[src/rtl/axi_data_pkg.sv]
// Shared types and helpers for the AXI-stream data checker.
package axi_data_pkg;

  typedef enum logic [1:0] {
    StIdle,
    StRecv,
    StReport
  } state_t;

  // Upper bound on keep width handled by the helpers; callers cast to their own width.
  localparam int unsigned MaxStrb = 64;

  localparam logic [15:0] LFSR_SEED = 16'hACE1;

  // Keep mask expected on the last beat: len_lsbs low ones, or all strb ones when zero.
  function automatic logic [MaxStrb-1:0] keep_mask(input int unsigned len_lsbs,
                                                   input int unsigned strb);
    logic [MaxStrb-1:0] mask;
    mask = '0;
    for (int unsigned i = 0; i < MaxStrb; i++) begin
      if ((len_lsbs == 0 && i < strb) || (i < len_lsbs)) begin
        mask[i] = 1'b1;
      end
    end
    return mask;
  endfunction

  function automatic int unsigned popcount(input logic [MaxStrb-1:0] keep);
    int unsigned n;
    n = 0;
    for (int unsigned i = 0; i < MaxStrb; i++) begin
      if (keep[i]) begin
        n++;
      end
    end
    return n;
  endfunction

endpackage

[src/rtl/axi_bp_lfsr.sv]
// 16-bit Fibonacci LFSR (x^16+x^14+x^13+x^11+1) used to throttle ready.
module axi_bp_lfsr #(
  parameter logic [15:0] Seed = 16'hACE1
) (
  input  logic clk_i,
  input  logic rst_ni,
  output logic bp_bit_o
);

  logic [15:0] lfsr_q;

  // Free-running shift, one step per cycle; reseeded by synchronous reset.
  always_ff @(posedge clk_i) begin
    if (!rst_ni) begin
      lfsr_q <= Seed;
    end else begin
      lfsr_q <= {lfsr_q[14:0], lfsr_q[15] ^ lfsr_q[13] ^ lfsr_q[12] ^ lfsr_q[10]};
    end
  end

  assign bp_bit_o = lfsr_q[0];

endmodule

[src/rtl/axi_data_check.sv]
// AXI-stream sink that checks one packet per arm against an incrementing data pattern.
module axi_data_check #(
  parameter int unsigned DATA_WIDTH     = 32,
  parameter int unsigned LENGTH_WIDTH   = 9,
  parameter int unsigned STRB_WIDTH     = DATA_WIDTH / 8,
  parameter int unsigned TIMEOUT_CYCLES = 1024
) (
  input  logic                    clk,
  input  logic                    rst_n,
  input  logic                    i_start,
  input  logic [LENGTH_WIDTH-1:0] i_exp_length,
  input  logic                    i_bp_en,
  input  logic [DATA_WIDTH-1:0]   i_data,
  input  logic                    i_valid,
  input  logic [STRB_WIDTH-1:0]   i_keep,
  input  logic                    i_last,
  output logic                    o_ready,
  output logic                    o_busy,
  output logic                    o_done,
  output logic                    o_pass,
  output logic                    o_err_data,
  output logic                    o_err_keep,
  output logic                    o_err_len,
  output logic                    o_err_timeout,
  output logic [LENGTH_WIDTH-1:0] o_byte_cnt,
  output logic [15:0]             o_pkt_cnt,
  output logic [15:0]             o_err_cnt
);
  import axi_data_pkg::*;

  localparam int unsigned WdW = $clog2(TIMEOUT_CYCLES);
  localparam int unsigned SumW = LENGTH_WIDTH + 1;
  localparam logic [STRB_WIDTH-1:0] KeepFull = {STRB_WIDTH{1'b1}};
  localparam logic [WdW-1:0] WdLast = WdW'(TIMEOUT_CYCLES - 1);

  state_t                  state_q, state_d;
  logic [LENGTH_WIDTH-1:0] exp_words_q, exp_words_d;
  logic [STRB_WIDTH-1:0]   exp_last_keep_q, exp_last_keep_d;
  logic [LENGTH_WIDTH-1:0] beat_cnt_q, beat_cnt_d, beat_inc;
  logic [WdW-1:0]          wd_q, wd_d;
  logic [DATA_WIDTH-1:0]   exp_data_q, exp_data_d;
  logic                    err_data_q, err_data_d, err_keep_q, err_keep_d;
  logic                    err_len_q, err_len_d, err_timeout_q, err_timeout_d;
  logic [LENGTH_WIDTH-1:0] byte_cnt_q, byte_cnt_d;
  logic [SumW-1:0]         byte_sum;
  logic                    pass_q, pass_d, ready_q, ready_d, busy_q, done_q;
  logic [15:0]             pkt_cnt_q, pkt_cnt_d, err_cnt_q, err_cnt_d;
  logic                    accept, last_legal, bp_bit;

  axi_bp_lfsr #(
    .Seed(LFSR_SEED)
  ) u_bp_lfsr (
    .clk_i   (clk),
    .rst_ni  (rst_n),
    .bp_bit_o(bp_bit)
  );

  assign accept = i_valid & ready_q;

  // Next-state, per-packet checks and report bookkeeping.
  always_comb begin
    state_d         = state_q;
    exp_words_d     = exp_words_q;
    exp_last_keep_d = exp_last_keep_q;
    beat_cnt_d      = beat_cnt_q;
    wd_d            = wd_q;
    exp_data_d      = exp_data_q;
    err_data_d      = err_data_q;
    err_keep_d      = err_keep_q;
    err_len_d       = err_len_q;
    err_timeout_d   = err_timeout_q;
    byte_cnt_d      = byte_cnt_q;
    pass_d          = pass_q;
    pkt_cnt_d       = pkt_cnt_q;
    err_cnt_d       = err_cnt_q;

    beat_inc   = (beat_cnt_q == '1) ? beat_cnt_q : beat_cnt_q + LENGTH_WIDTH'(1);
    byte_sum   = {1'b0, byte_cnt_q} + SumW'(popcount(MaxStrb'(i_keep)));
    // Legal last-beat keep is a contiguous run of ones from bit 0.
    last_legal = (i_keep != '0) && ((i_keep & (i_keep + STRB_WIDTH'(1))) == '0);

    case (state_q)
      StIdle: begin
        if (i_start) begin
          exp_words_d     = LENGTH_WIDTH'((32'(i_exp_length) + STRB_WIDTH - 1) / STRB_WIDTH);
          exp_last_keep_d = STRB_WIDTH'(keep_mask(32'(i_exp_length) % STRB_WIDTH, STRB_WIDTH));
          beat_cnt_d      = '0;
          wd_d            = '0;
          err_data_d      = 1'b0;
          err_keep_d      = 1'b0;
          err_len_d       = 1'b0;
          err_timeout_d   = 1'b0;
          byte_cnt_d      = '0;
          pass_d          = 1'b0;
          if (i_exp_length == '0) begin
            err_len_d = 1'b1;
            state_d   = StReport;
          end else begin
            state_d = StRecv;
          end
        end
      end
      StRecv: begin
        if (accept) begin
          wd_d       = '0;
          beat_cnt_d = beat_inc;
          // Resync on the received word so one bad beat is not a cascade of errors.
          exp_data_d = i_data + DATA_WIDTH'(1);
          byte_cnt_d = byte_sum[LENGTH_WIDTH] ? '1 : byte_sum[LENGTH_WIDTH-1:0];
          if (i_data != exp_data_q) begin
            err_data_d = 1'b1;
          end
          if (i_last) begin
            if (!last_legal) begin
              err_keep_d = 1'b1;
            end else if (i_keep != exp_last_keep_q) begin
              err_len_d = 1'b1;
            end
            if (beat_inc != exp_words_q) begin
              err_len_d = 1'b1;
            end
            state_d = StReport;
          end else begin
            if (i_keep != KeepFull) begin
              err_keep_d = 1'b1;
            end
            // Too many beats: flag, but keep draining until the last beat.
            if (beat_inc >= exp_words_q) begin
              err_len_d = 1'b1;
            end
          end
        end else if (wd_q == WdLast) begin
          err_timeout_d = 1'b1;
          state_d       = StReport;
        end else begin
          wd_d = wd_q + WdW'(1);
        end
      end
      StReport: state_d = StIdle;
      default:  state_d = StIdle;
    endcase

    // Result and counters are captured on entry to the report cycle.
    if (state_d == StReport) begin
      pass_d    = ~(err_data_d | err_keep_d | err_len_d | err_timeout_d);
      pkt_cnt_d = (pkt_cnt_q == 16'hFFFF) ? pkt_cnt_q : pkt_cnt_q + 16'd1;
      if (!pass_d && err_cnt_q != 16'hFFFF) begin
        err_cnt_d = err_cnt_q + 16'd1;
      end
    end

    ready_d = (state_d == StRecv) && (i_bp_en ? bp_bit : 1'b1);
  end

  // State and registered outputs, synchronous active-low reset.
  always_ff @(posedge clk) begin
    if (!rst_n) begin
      state_q         <= StIdle;
      exp_words_q     <= '0;
      exp_last_keep_q <= '0;
      beat_cnt_q      <= '0;
      wd_q            <= '0;
      exp_data_q      <= '0;
      err_data_q      <= 1'b0;
      err_keep_q      <= 1'b0;
      err_len_q       <= 1'b0;
      err_timeout_q   <= 1'b0;
      byte_cnt_q      <= '0;
      pass_q          <= 1'b0;
      pkt_cnt_q       <= '0;
      err_cnt_q       <= '0;
      ready_q         <= 1'b0;
      busy_q          <= 1'b0;
      done_q          <= 1'b0;
    end else begin
      state_q         <= state_d;
      exp_words_q     <= exp_words_d;
      exp_last_keep_q <= exp_last_keep_d;
      beat_cnt_q      <= beat_cnt_d;
      wd_q            <= wd_d;
      exp_data_q      <= exp_data_d;
      err_data_q      <= err_data_d;
      err_keep_q      <= err_keep_d;
      err_len_q       <= err_len_d;
      err_timeout_q   <= err_timeout_d;
      byte_cnt_q      <= byte_cnt_d;
      pass_q          <= pass_d;
      pkt_cnt_q       <= pkt_cnt_d;
      err_cnt_q       <= err_cnt_d;
      ready_q         <= ready_d;
      busy_q          <= (state_d != StIdle);
      done_q          <= (state_d == StReport);
    end
  end

  assign o_ready       = ready_q;
  assign o_busy        = busy_q;
  assign o_done        = done_q;
  assign o_pass        = pass_q;
  assign o_err_data    = err_data_q;
  assign o_err_keep    = err_keep_q;
  assign o_err_len     = err_len_q;
  assign o_err_timeout = err_timeout_q;
  assign o_byte_cnt    = byte_cnt_q;
  assign o_pkt_cnt     = pkt_cnt_q;
  assign o_err_cnt     = err_cnt_q;

endmodule

[config.mk]
export PLATFORM = sky130hd
export DESIGN_NAME = axi_data_check
export DESIGN_NICKNAME = d
export VERILOG_FILES = /design/src/rtl/axi_data_pkg.sv /design/src/rtl/axi_bp_lfsr.sv /design/src/rtl/axi_data_check.sv
export SDC_FILE = /design/constraint.sdc
export NUM_CORES = 1
export LEC_CHECK = 0
export ABC_AREA = 1
export CAP_MARGIN = 20
export CORE_ASPECT_RATIO = 1.4
export CORE_UTILIZATION = 57
export DETAILED_ROUTE_END_ITERATION = 6
export MAX_ROUTING_LAYER = met4
export PLACE_DENSITY = 0.84
export SLEW_MARGIN = 20
export SYNTH_ARGS = -nofsm -noshare
export SYNTH_HDL_FRONTEND = slang
export SYNTH_SLANG_ARGS = --single-unit
[constraint.sdc]
create_clock -name clk -period 7 [get_ports clk]
set_clock_uncertainty 0.05 [all_clocks]
set_input_delay 1.75 -clock clk [delete_from_list [all_inputs] [get_ports clk]]
set_output_delay 1.75 -clock clk [all_outputs]
set_load 0.02 [all_outputs]
Word level (Yosys, flattened, before mapping)
Cells that the tools add are included.
- add/sub/neg operators: 12
- $mul: 0
- divide/modulo/power cells: 0
- order comparisons: 5
- eq/ne operators: 14
- shift-type cells: 0
- multiplexer cells: 52
- bitwise logic cells: 10
- reductions and logical operators: 23
- operator list (cell ; number):
    $mux W10 ; 6
    $mux W9 ; 5
    $pmux W9 S2 ; 2
    $add A16 B1 Y16 const B ; 2
    $add A32 B1 Y32 const B ; 1
    $logic_not A32 Y1 ; 1
    $ne A32 B32 Y1 ; 1
    $add A10 B1 Y10 const B ; 3
    $mux W1 ; 28
    $pmux W10 S2 ; 1
    $eq A16 B16 Y1 const B ; 1
    $ne A16 B16 Y1 const B ; 1
    $sub A10 B1 Y11 const B ; 1
    $add A9 B10 Y10 ; 1
    $add A9 B3 Y10 const B ; 1
    $eq A10 B10 Y1 const B ; 1
    $mux W2 ; 5
    $reduce_and A2 Y1 ; 5
    $add A9 B1 Y9 const B ; 1
    $eq A9 B9 Y1 const B ; 1
    $ge A9 B9 Y1 ; 1
    $logic_not A9 Y1 ; 1
    $ne A9 B9 Y1 ; 1
    $pmux W1 S2 ; 4
    23 further kinds ; 41
- flip-flop bits (word level): 131
- bits in latches: 0
- RAM bits: 0
- bits in read-only memories: 0
- input bits: 51
- output and inout bits: 49
- logic and storage cells: 134
- memories: 0

Depth between registers and ports, before layout
Gate-level depths: netlist (run 1).
- depth after elaboration: 13
- depth in mapped cells: 25
- depth with buffers taken out: 25

Modules after synthesis
Synthesis (run 1) repeated with hierarchy kept, for this count alone.
- cells, all modules: 1123
- area total of the unflattened synthesis: 7588.5 um^2
- by module, submodules not included (module ; instances ; cells an instance ; area an instance (um^2) ; seq. area each (um^2)):
    axi_data_check ; 1 ; 1058 ; 7051.8 ; 2282.2
    axi_bp_lfsr ; 1 ; 65 ; 536.8 ; 320.3

Least setup slack after synthesis (run 1)
Ideal clock, no wire load.
- kind: input port to flip-flop
- start point: input i_keep[0]
- end point: register byte_cnt_q[7], in the netlist o_byte_cnt[7]
- setup time: 71 ps
- data arrival time: 4169 ps
- required time: 6879 ps
- setup slack: 2710 ps
- stages on the path: 15
- buffers on the path: 0
- cell sequence: inv_1 ha_1 xor2_1 ha_1 nand2_1 xor2_1 ha_1 nand3_1 nand2_1 a21oi_1 nor2_1 nand3_1 nor3_1 o21ai_0 a21oi_1
- longest elaborated chain between the ends: 11
- ends and longest elaborated chain (what ; line ; RTL):
    from (decl) ; axi_data_check.sv:15 ; input logic [STRB_WIDTH-1:0] i_keep,
    $mux W1 * ; axi_data_pkg.sv:32 ; if (keep[i]) begin
    $add A1 B1 Y2 ; axi_data_pkg.sv:33 ; n++;
    $mux W10 * ; axi_data_pkg.sv:32 ;
    $add A10 B1 Y10 ; axi_data_pkg.sv:33 ;
    $mux W10 * ; axi_data_pkg.sv:32 ;
    $add A10 B1 Y10 ; axi_data_pkg.sv:33 ;
    $mux W10 * ; axi_data_pkg.sv:32 ;
    $add A9 B10 Y10 * ; axi_data_check.sv:78 ; byte_sum = {1'b0, byte_cnt_q} + SumW'(popcount(MaxStrb'(i_keep)));
    $mux W9 * ; axi_data_check.sv:109 ; byte_cnt_d = byte_sum[LENGTH_WIDTH] ? '1 : byte_sum[LENGTH_WIDTH-1:0];
    $mux W9 * ; axi_data_check.sv:104 ; if (accept) begin
    $pmux W9 S2 * ; axi_data_check.sv:82 ; case (state_q)
    to (signal assigned) ; axi_data_check.sv:186 ; byte_cnt_q <= byte_cnt_d;
    to (decl) ; axi_data_check.sv:44 ; logic [LENGTH_WIDTH-1:0] byte_cnt_q, byte_cnt_d;
Mark *: on every way between the ends. The rest lies on a longest branch, timed or not. The select of a mux whose other input is x is not followed.
A chain may end at the register's enable or synchronous reset.

Final worst setup path (run 1)
- start point: input i_keep[0]
- end point: register byte_cnt_q[1], in the netlist o_byte_cnt[1]
Same word-level chain as after synthesis.

==> results of run 1 <==
[layout by cell type, fill, tap and decap left out, types with 3 or more instances in the layout]
cell | Yosys | routed
nand2_1 | 256 | 256
inv_1 | 160 | 160
dfxtp_1 | 130 | 130
clkdlybuf4s50_1 | 0 | 99
a21oi_1 | 90 | 90
nor2_1 | 88 | 88
xor2_1 | 60 | 60
o21ai_0 | 57 | 57
nand3_1 | 41 | 41
xnor2_1 | 35 | 35
nand4_1 | 34 | 34
nor3_1 | 29 | 29
ha_1 | 23 | 23
nand2_2 | 17 | 17
clkbuf_16 | 0 | 17
a21oi_2 | 11 | 11
inv_2 | 10 | 10
or2_2 | 8 | 8
nor4_1 | 7 | 7
o21ai_1 | 7 | 7
nor2_4 | 5 | 5
clkbuf_8 | 0 | 4
clkinv_4 | 0 | 4
nor3_2 | 3 | 3
o211ai_1 | 3 | 3
bufinv_16 | 0 | 3
[worst max path at each step]
| stage | endpoint | cells after the start | from |
|---|---|---|---|
| after global placement | o_byte_cnt[7]$_SDFFE_PN0P_ | 16 | i_keep[0] |
| final | o_byte_cnt[1]$_SDFFE_PN0P_ | 16 | i_keep[0] |
| after CTS | o_byte_cnt[1]$_SDFFE_PN0P_ | 16 | i_keep[0] |
| after global routing | o_byte_cnt[1]$_SDFFE_PN0P_ | 16 | i_keep[0] |
| after floorplan | o_byte_cnt[7]$_SDFFE_PN0P_ | 15 | i_keep[0] |
| after detailed placement | o_byte_cnt[7]$_SDFFE_PN0P_ | 16 | i_keep[0] |
[registers in the layout, summed over array words and instances, names as in the netlist, 2 cells and up]
register	flops
exp_data_q	32
o_err_cnt	16
o_pkt_cnt	16
u_bp_lfsr.lfsr_q	16
wd_q	10
beat_cnt_q	9
o_byte_cnt	9
exp_words_q	8
exp_last_keep_q	4
state_q	2
[layout make-up]
class                           instances  area (um2)  area share [%]
Tap cell                              182       227.7           2.399
Clock buffer                           22       484.2           5.101
Clock inverter                         10       148.9           1.568
Sequential cell                       130        2603           27.42
Timing Repair Buffer                  101        1006           10.60
Multi-Input combinational cell        796        4385           46.20
Inverter                              170       638.1           6.722
[cells by family after synthesis]
family,count (synthesis)
buf+inv,202
simple gates,500
xor+xnor,95
compound gates,176
fa+ha+maj,24
flops,130
other cells,1
[routing by layer]
metal / up-vias / track usage, % / share of wire, %
met5: - / - / 0
met4: 0 / 12.74 / 3.2
met3: 49 / 5.938 / 4.3
met2: 199 / 51.59 / 53
met1: 3386 / 29.75 / 39
li1: 3780 / - / -
[stage by stage]
step                      worst slack (ps)  cell area (um2)  total power, mW  std cells
after CTS                             2040             9493            1.925       1411
after global routing                  1638             9493            1.985       1411
after detailed placement              1698             8860           0.9916       1379
after global placement                1761             8860           0.9871       1379
final                                 1989             9493            1.909       1411
after floorplan                       2710             7790           0.9161       1128
[power breakdown]
part           total [mW]  internal, mW  switching (mW)
registers           0.774         0.762          0.0120
clock network       0.932         0.601           0.331
logic               0.203        0.0810           0.122
total                1.91          1.44           0.465
==> summary.txt, run 1 <==
STA
  • Setup TNS: 0 ps
  • Final setup violating endpoints: 0
  • Final Hold Vio Count: 0
  • Worst-margin pin slew: 784.3 ps
  • Final min period: around 5000 ps
  • Slew Viols, Final: 0
  • Fmax: around 200 MHz
  • Final period util: between 70% and 80%
  • Max transition margin: between 40 and 50%
  • Hold WS: 364.0 ps
  • RSZ-0062 raised after global routing: false

Synth
  • Seq cells post-synth: 130
  • Post-Synth Simple-Gate Area: 29.31%
  • Area leader, netlist: dfxtp_1
  • Synth cell count leaders: 256 x nand2_1, 160 x inv_1, 130 x dfxtp_1
  • Post-synthesis cell count: 1128
  • Xor/xnor share of the synthesized area: 10.68%
  • Share of the synthesized area in the top cell type: 33.41%
  • Synth Flop Type: dfxtp_1
  • Mux cell area share after synthesis: 0%
  • Ys async rst share: 0%
  • Number of flops mapped to enable cells by yosys: 0
  • Complex-gate fraction of the synthesized area: 12.30%
  • Mean post-synth cell area: a little under 7 um2
  • Synth unique cells: 45
  • Syn Std Cell Area: ~0.008 mm2
  • Adder-Cell Fraction of Synth Area: under 10%
  • Largest family of logic cells by synthesized area: simple AND/OR/NAND/NOR gates
  • Sequential share of the synthesized area: 33.41%
  • Ys Warns: 0
  • Area contributors post-synth: dfxtp_1 33%, nand2_1 12%, inv_1 7.7%
  • Syn Nets: 1203
  • Count leader, synth: nand2_1

Detailed routing
  • Vias per std cell: 5.254
  • Final WL: 18.78 mm
  • Routed WL per cell: roughly 13 um
  • First-pass DRT Iterations: 5
  • DR vias: 7414
  • Drt initial violations: 362
  • Detail Route Antenna Nets: 0
  • Drt drc: 0

Critical path
  • Crit path max-delay cell type: nor3_1
  • Reg2Reg Launch Point: beat_cnt_q[0]$_SDFFE_PN0P_
  • CP top delay family: simple AND/OR/NAND/NOR gates
  • Critical R2R Capture: o_err_cnt[3]$_SDFFE_PN0P_
  • Worst R2R Setup Slack: 3380 ps
  • CP bufs+invs: 2
  • Arr. time, crit path: 5300 ps
  • CP dominant cell by count: ha_1
  • Critical Path Fanout Max: 9
  • Req. time, crit path: ~7300 ps
  • Worst setup EP type: flip-flop
  • Critical Path Start Type: input pin
  • CP Class: input pin to flip-flop
  • CP Cell Sequence: clkdlybuf4s50_1 -> inv_1 -> ha_1 -> xor2_1 -> ha_1 -> nand2_1 -> xor2_1 -> ha_1 -> nand3_1 -> nand2_1 -> a21oi_1 -> nor2_1 -> nand3_1 -> nor3_1 -> o21ai_0 -> a21oi_1
  • Reg2Reg Depth: 23
  • CP peak stage delay: 630 ps

Finish
  • Ratio of cells with drive above 1 in the final layout: between 8 and 9%
  • Area growth syn-to-layout: 21.86%
  • Diode count: 0
  • Layout fillers: 1109
  • Final Util: 71.24%
  • Final nets: 1291

Clock network
  • Buffer count from post-CTS setup fixing: 0
  • Clock slew at reported path FFs: roughly 60 ps
  • Clock latency on the worst-skew pair: 420 ps
  • Number of H-tree levels: 4
  • Hold_buf cts: 0
  • CTS resizes: 0
  • CTS Buffer Depth: 2
  • CTS tree: built
  • Root buf cell: clkbuf_16
  • Clock buffer count from CTS: 17
  • Clock sink count: 130

Die
  • Height of the die: 140.3 um
  • Die Wd: 100.8 um
  • # IOs: 100
  • Initial Util: 58.46%
  • Die area: ~0.014 mm2
  • Core footprint: 0.01333 mm2
  • Placement Rows: 50

Global routing
  • Number of global-route vias before repair: 6958
  • Global-route wire length before repair: 31.31 mm
  • Global route overflow: 0
  • GRT Total Usage: 28.73%
  • Initial antenna violation count: 0
  • Largest net degree at the start of global routing: 53

Placed design
  • Number of port buffers: 99
  • Gpl congestion: 0.9397
  • Post-DP HPWL: 13.62 mm

Min path
  • Min-Delay Startpoint: u_bp_lfsr.lfsr_q[14]$_SDFF_PN0_
  • Hold Crit Depth: 1
  • Worst hold path type: flip-flop to flip-flop
  • WHS Endpoint: u_bp_lfsr.lfsr_q[15]$_SDFF_PN1_

Outcome
  • Outcome: finished, final reports clean

Flow run
  • MaxCap Viol Count: 0

Power and ir drop
  • Pleak: 4.007 nW
  • Power Density: approximately 200 mW/mm2
  • Max VDD drop: 0.1491 mV
Power figures use the tool's default switching activity.
==> run 2: changes to the inputs <==
- CORE_UTILIZATION: 57 -> 51
- PLACE_DENSITY: 0.84 -> 0.79
- clock period: 7 -> 4.35 ns (I/O delays scaled with it)
==> run 2 against run 1 <==
Net effect: sequential power grew 61%; critical path type unchanged; non-clock buffer count increased by 9; final area hardly changed; die area rose by 12%; wire length shrank 1.8%; sequential cell count did not move; clock power grew 46%; first-iteration DRC count fell by 13%; register-to-register slack lost 2700 ps.
==> summary.txt, run 2 (synthesis gave the netlist of run 1 again) <==
Placed design
  • Gpl congestion: around 0.94
  • Post-DP HPWL: between 10 and 15 mm
  • Number of port buffers: 99
  • Post-Place Cells: 1398

Min path
  • Min-Delay Startpoint: u_bp_lfsr.lfsr_q[7]$_SDFF_PN1_
  • WHS Endpoint: u_bp_lfsr.lfsr_q[8]$_SDFF_PN0_
  • Worst hold path type: flip-flop to flip-flop
  • Hold Crit Depth: 2

Die
  • Height of the die: 148.2 um
  • Placement Rows: 53
  • Core footprint: roughly 0.015 mm2
  • Die Wd: 106.5 um
  • Die area: 0.01578 mm2
  • # IOs: 100
  • Initial Util: 51.98%

Finish
  • Fin cells: approximately 1400
  • Area growth syn-to-layout: 21.94%
  • Register name with the most flops: exp_data_q
  • Register area: 0.002603 mm2
  • Final Util: 63.38%
  • Layout fillers: about 1400
  • Diode count: 0
  • Commonest non-fill, non-tap cell in the layout: nand2_1
  • Final nets: 1300
  • Ratio of cells with drive above 1 in the final layout: between 8 and 9%
  • Max FFs per register: 32
  • Area of the multi-input gates: 0.004385 mm2
  • Commonest cells after routing, fill and taps aside: 256 x nand2_1, 160 x inv_1, 130 x dfxtp_1, 99 x clkdlybuf4s50_1, 90 x a21oi_1

Critical path
  • Worst R2R Setup Slack: between 600 and 700 ps
  • CP peak stage delay: 470 ps
  • CP Cell Sequence: clkdlybuf4s50_1 -> inv_1 -> ha_1 -> xor2_1 -> ha_1 -> nand2_1 -> xor2_1 -> ha_1 -> nand3_1 -> nand2_1 -> a21oi_1 -> nor2_1 -> nand3_1 -> nor3_1 -> buf_4 -> o21ai_0 -> a21oi_1
  • CP Class: input pin to flip-flop
  • Critical R2R Capture: o_err_cnt[1]$_SDFFE_PN0P_
  • Reg2Reg Launch Point: beat_cnt_q[0]$_SDFFE_PN0P_
  • Reg2Reg Depth: 24
  • Critical Path Start Type: input pin
  • CP dominant cell by count: ha_1
  • Worst setup EP type: flip-flop
  • CP bufs+invs: 3
  • Req. time, crit path: 4640 ps
  • Crit path max-delay cell type: clkdlybuf4s50_1
  • Arr. time, crit path: 4280 ps
  • Critical Path Fanout Max: 7
  • CP top delay family: simple AND/OR/NAND/NOR gates

Detailed routing
  • First-pass DRT Iterations: 7
  • Drt initial violations: between 300 and 400
  • Final WL: 18.44 mm
  • Detail Route Antenna Nets: 0
  • Drt drc: 0
  • Routed WL per cell: 12.90 um
  • Vias per std cell: 5.143
  • DR vias: 7349

STA
  • Final Hold Vio Count: 0
  • RSZ-0062 raised after global routing: false
  • Max transition margin: 59.62%
  • Setup TNS: 0 ps
  • Final min period: 3988 ps
  • Slew Viols, Final: 0
  • Final setup violating endpoints: 0
  • Worst-margin pin slew: 604.3 ps
  • Fmax: 250.8 MHz
  • Final period util: 91.67%

Power and ir drop
  • Max VDD drop: 0.2449 mV
  • P_int: 2.216 mW
  • Net Sw Frac: 24.46%
  • Pleak: 4.027 nW
  • Switch Pwr: 0.7177 mW
  • Clock power frac: 46.3%
  • Comb pwr share: between 10% and 20%
  • Flop pwr share: between 40 and 50%
  • Total power: 2.934 mW
  • Power Density: 308.9 mW/mm2

Global routing
  • Global route overflow: 0
  • Initial antenna violation count: 0
  • Largest net degree at the start of global routing: between 40 and 50
  • Global-route wire length before repair: 31.26 mm
  • GRT Total Usage: 25.28%
  • Number of global-route vias before repair: 7029

Clock network
  • Clock slew at reported path FFs: approximately 50 ps
  • Clock sink count: 130
  • Clock latency on the worst-skew pair: 420 ps
  • Buffer count from post-CTS setup fixing: 0
  • Hold_buf cts: 0
  • Number of H-tree levels: 4
  • Clock buffer count from CTS: 17
  • CTS Buffer Depth: 2
  • CTS tree: built
  • CTS resizes: 0
  • Root buf cell: clkbuf_16

Outcome
  • Outcome: finished, final reports clean

Flow run
  • MaxCap Viol Count: 0
-- run 2: cell types whose count changed in the layout (fill, tap and decap cells not counted), sizes merged --
cell	previous run	this run
buf	2	11
clkbuf	22	26
bufinv	3	1
clkinvlp	2	0
inv	171	170
-- run 2: area by class of cell --
type / count / share of cell area, %
Clock buffer: 26 / 5.361
Clock inverter: 5 / 0.5269
Inverter: 170 / 6.718
Multi-Input combinational cell: 796 / 46.17
Sequential cell: 130 / 27.40
Tap cell: 192 / 2.529
Timing Repair Buffer: 110 / 11.30
-- run 2: per-stage QoR --
stage,setup WS [ps],hold WS [ps],instance area [um2]
floorplan,722.7,340.5,7790
global placement,110.9,345.3,8940
detailed placement,31.74,352.0,8940
CTS,353.7,364.1,9499
global route,28.35,383.9,9499
finish,362.2,359.5,9499
-- run 2: power groups by stage --
stage                     logic [mW]  registers, mW  clock network [mW]
after detailed placement       0.328           1.27                   0
final                          0.330           1.25                1.36
after CTS                      0.331           1.25                1.38
after global routing           0.371           1.25                1.43
after global placement         0.322           1.27                   0
after floorplan                0.204           1.27                   0
-- run 2: worst max path at each step --
stage / startpoint / to / slack, ps / cells past startpoint
4_1_cts: i_keep[0] / o_byte_cnt[8]$_SDFFE_PN0P_ / 350 / 17
2_1_floorplan: i_keep[0] / o_byte_cnt[7]$_SDFFE_PN0P_ / 720 / 15
3_3_place_gp: i_keep[0] / o_byte_cnt[7]$_SDFFE_PN0P_ / 110 / 17
6_report: i_keep[0] / o_byte_cnt[8]$_SDFFE_PN0P_ / 360 / 17
5_1_grt: i_keep[0] / o_byte_cnt[4]$_SDFFE_PN0P_ / 30 / 17
3_5_place_dp: i_keep[0] / o_byte_cnt[8]$_SDFFE_PN0P_ / 30 / 17
-- run 2: worst register-to-register path: cells and delay by family, from the launching register on --
| family | cells | cell delay, ps |
|---|---|---|
| simple gates | 19 | 2300 |
| fa+ha+maj | 2 | 540 |
| xor+xnor | 1 | 100 |
| flops | 1 | 390 |
| buf+inv | 2 | 180 |
-- run 2: routing by layer --
metal / up-vias / track usage, % / part of all wire [%]
met3: 29 / 4.207 / 2.9
met2: 159 / 46.88 / 54
met1: 3366 / 26.64 / 41
met5: - / - / 0
li1: 3795 / - / -
met4: 0 / 9.247 / 2.4
==> run 3: changes to the inputs <==
- CAP_MARGIN: 20 -> 25
- CORE_UTILIZATION: 51 -> 52
- CTS_BUF_LIST: default -> sky130_fd_sc_hd__clkbuf_2
- PLACE_DENSITY: 0.79 -> 0.81
==> run 3 against run 2 <==
Net effect: cell count fell by 0.21%; non-clock buffer count fell by 2; total power fell by 24%.
==> summary.txt, run 3 (synthesis gave the netlist of run 1 again) <==
Outcome
  • Outcome: finished, final reports clean

Detailed routing
  • DR vias: ~7400
  • Detail Route Antenna Nets: 0
  • Final WL: 18.04 mm
  • First-pass DRT Iterations: 5
  • Drt drc: 0
  • Routed WL per cell: between 10 and 15 um
  • Vias per std cell: 5.180
  • Drt initial violations: 363

Placed design
  • Number of port buffers: 99
  • Post-DP HPWL: 13.59 mm
  • Gpl congestion: 0.8961

Flow run
  • MaxCap Viol Count: 0

Min path
  • Hold Crit Depth: 2
  • WHS Endpoint: u_bp_lfsr.lfsr_q[8]$_SDFF_PN0_
  • Min-Delay Startpoint: u_bp_lfsr.lfsr_q[7]$_SDFF_PN1_
  • Worst hold path type: flip-flop to flip-flop

Finish
  • Commonest cells after routing, fill and taps aside: 256 x nand2_1, 160 x inv_1, 130 x dfxtp_1, 99 x clkdlybuf4s50_1, 90 x a21oi_1
  • Area growth syn-to-layout: 17.15%
  • Ratio of cells with drive above 1 in the final layout: 8.414%
  • Max FFs per register: 32
  • Register name with the most flops: exp_data_q
  • Final nets: 1298
  • Final Util: 62.62%
  • Commonest non-fill, non-tap cell in the layout: nand2_1

Global routing
  • Number of global-route vias before repair: 6959
  • Global-route wire length before repair: 30.82 mm
  • Global route overflow: 0
  • GRT Total Usage: between 20% and 30%
  • Largest net degree at the start of global routing: 39
  • Initial antenna violation count: 1

STA
  • Hold WS: 369.3 ps
  • Final setup violating endpoints: 0
  • Final period util: 84.29%
  • Fmax: roughly 270 MHz
  • Max transition margin: between 40% and 50%
  • Final Hold Vio Count: 0
  • Worst-margin pin slew: ~800 ps
  • Final min period: 3667 ps
  • Setup TNS: 0 ps
  • RSZ-0062 raised after global routing: false
  • Slew Viols, Final: 0

Die
  • Placement Rows: 52
  • Die Wd: ~110 um
  • Height of the die: 146.8 um
  • Die area: 0.01548 mm2
  • # IOs: 100
  • Core footprint: 0.01457 mm2
  • Initial Util: 53.45%

Critical path
  • CP top delay family: adder cells
  • Req. time, crit path: 4900 ps
  • Worst R2R Setup Slack: between 700 and 800 ps
  • CP bufs+invs: 3
  • CP dominant cell by count: ha_1
  • Reg2Reg Depth: 24
  • CP Cell Sequence: clkdlybuf4s50_1 -> inv_1 -> ha_1 -> xor2_1 -> ha_1 -> nand2_1 -> xor2_1 -> ha_1 -> nand3_1 -> nand2_1 -> a21oi_1 -> nor2_1 -> nand3_1 -> nor3_1 -> buf_4 -> o21ai_0 -> a21oi_1
  • CP Class: input pin to flip-flop
  • Reg2Reg Launch Point: beat_cnt_q[0]$_SDFFE_PN0P_
  • Critical R2R Capture: o_err_cnt[4]$_SDFFE_PN0P_
  • Worst setup EP type: flip-flop
  • Critical Path Start Type: input pin
  • Arr. time, crit path: 4210 ps
  • Critical Path Fanout Max: 7
  • CP peak stage delay: 530 ps
  • Crit path max-delay cell type: clkdlybuf4s50_1

Power and ir drop
  • Flop pwr share: ~56%
  • Pleak: 3.859 nW
  • Switch Pwr: between 0.6 and 0.7 mW
  • Comb pwr share: 15.0%
  • P_int: 1.559 mW
  • Net Sw Frac: between 20 and 30%
  • Clock power frac: 28.8%
  • Total power: around 2.2 mW
  • Power Density: between 200 and 250 mW/mm2
  • Max VDD drop: 0.1736 mV

Clock network
  • Clock buffer count from CTS: 17
  • Root buf cell: clkbuf_2
  • CTS resizes: 0
  • Clock sink count: 130
  • Number of H-tree levels: 4
  • CTS Buffer Depth: 2
  • Hold_buf cts: 0
  • CTS tree: built
  • Clock slew at reported path FFs: 170 ps
  • Clock latency on the worst-skew pair: 670 ps
  • Buffer count from post-CTS setup fixing: 0
-- run 3: cell count changes in the layout (fill, tap and decap cells not counted), sizes merged --
cell	before	now
clkinvlp	0	4
clkinv	4	8
clkbuf	26	19
diode	0	1
buf	11	9
-- run 3: tightest hold or removal path: cells and delay by family (launching register included) --
family                 cells  cell delay, ps
and+or+nand+nor            1              50
buffers and inverters      1              30
DFF                        1             330
-- run 3: worst max path at each step --
| stage | start | endpoint | depth (start not counted) |
|---|---|---|---|
| after global placement | i_keep[0] | o_byte_cnt[7]$_SDFFE_PN0P_ | 17 |
| after CTS | beat_cnt_q[0]$_SDFFE_PN0P_ | o_err_cnt[0]$_SDFFE_PN0P_ | 24 |
| after detailed placement | i_keep[0] | o_byte_cnt[4]$_SDFFE_PN0P_ | 17 |
| after global routing | beat_cnt_q[0]$_SDFFE_PN0P_ | o_err_cnt[3]$_SDFFE_PN0P_ | 24 |
| after floorplan | i_keep[0] | o_byte_cnt[7]$_SDFFE_PN0P_ | 15 |
| final | i_keep[0] | o_byte_cnt[4]$_SDFFE_PN0P_ | 17 |
-- run 3: routing by layer --
metal	up-vias	part of all wire (%)	GRT usage, %
met1	3376	41	26.45
met5	-	0	-
met3	28	3.7	3.682
met4	0	2.0	8.803
li1	3798	-	-
met2	185	54	46.68
-- run 3: layout make-up --
class	instances	area, um2
multi-input cells	796	4385
clock inverters	13	95.09
fillers	1339	5448
clock buffers	19	95.09
flip-flops and latches	130	2603
well taps	189	236.5
repair buffers	108	1071
inverters	170	638.1
diodes	1	2.502
-- run 3: stage by stage --
step / setup slack, ps / cells / cell area [um2]
detailed placement: -4.020 / 1393 / 8934
finish: 683.3 / 1426 / 9126
CTS: 717.6 / 1425 / 9124
floorplan: 722.7 / 1128 / 7790
global route: 275.6 / 1426 / 9126
global placement: 91.78 / 1393 / 8934
-- run 3: power groups by stage --
stage / clock network [mW] / logic [mW] / registers [mW]
2_1_floorplan: 0 / 0.204 / 1.27
3_3_place_gp: 0 / 0.324 / 1.27
3_5_place_dp: 0 / 0.331 / 1.27
4_1_cts: 0.658 / 0.332 / 1.25
5_1_grt: 0.713 / 0.370 / 1.25
6_report: 0.637 / 0.331 / 1.25
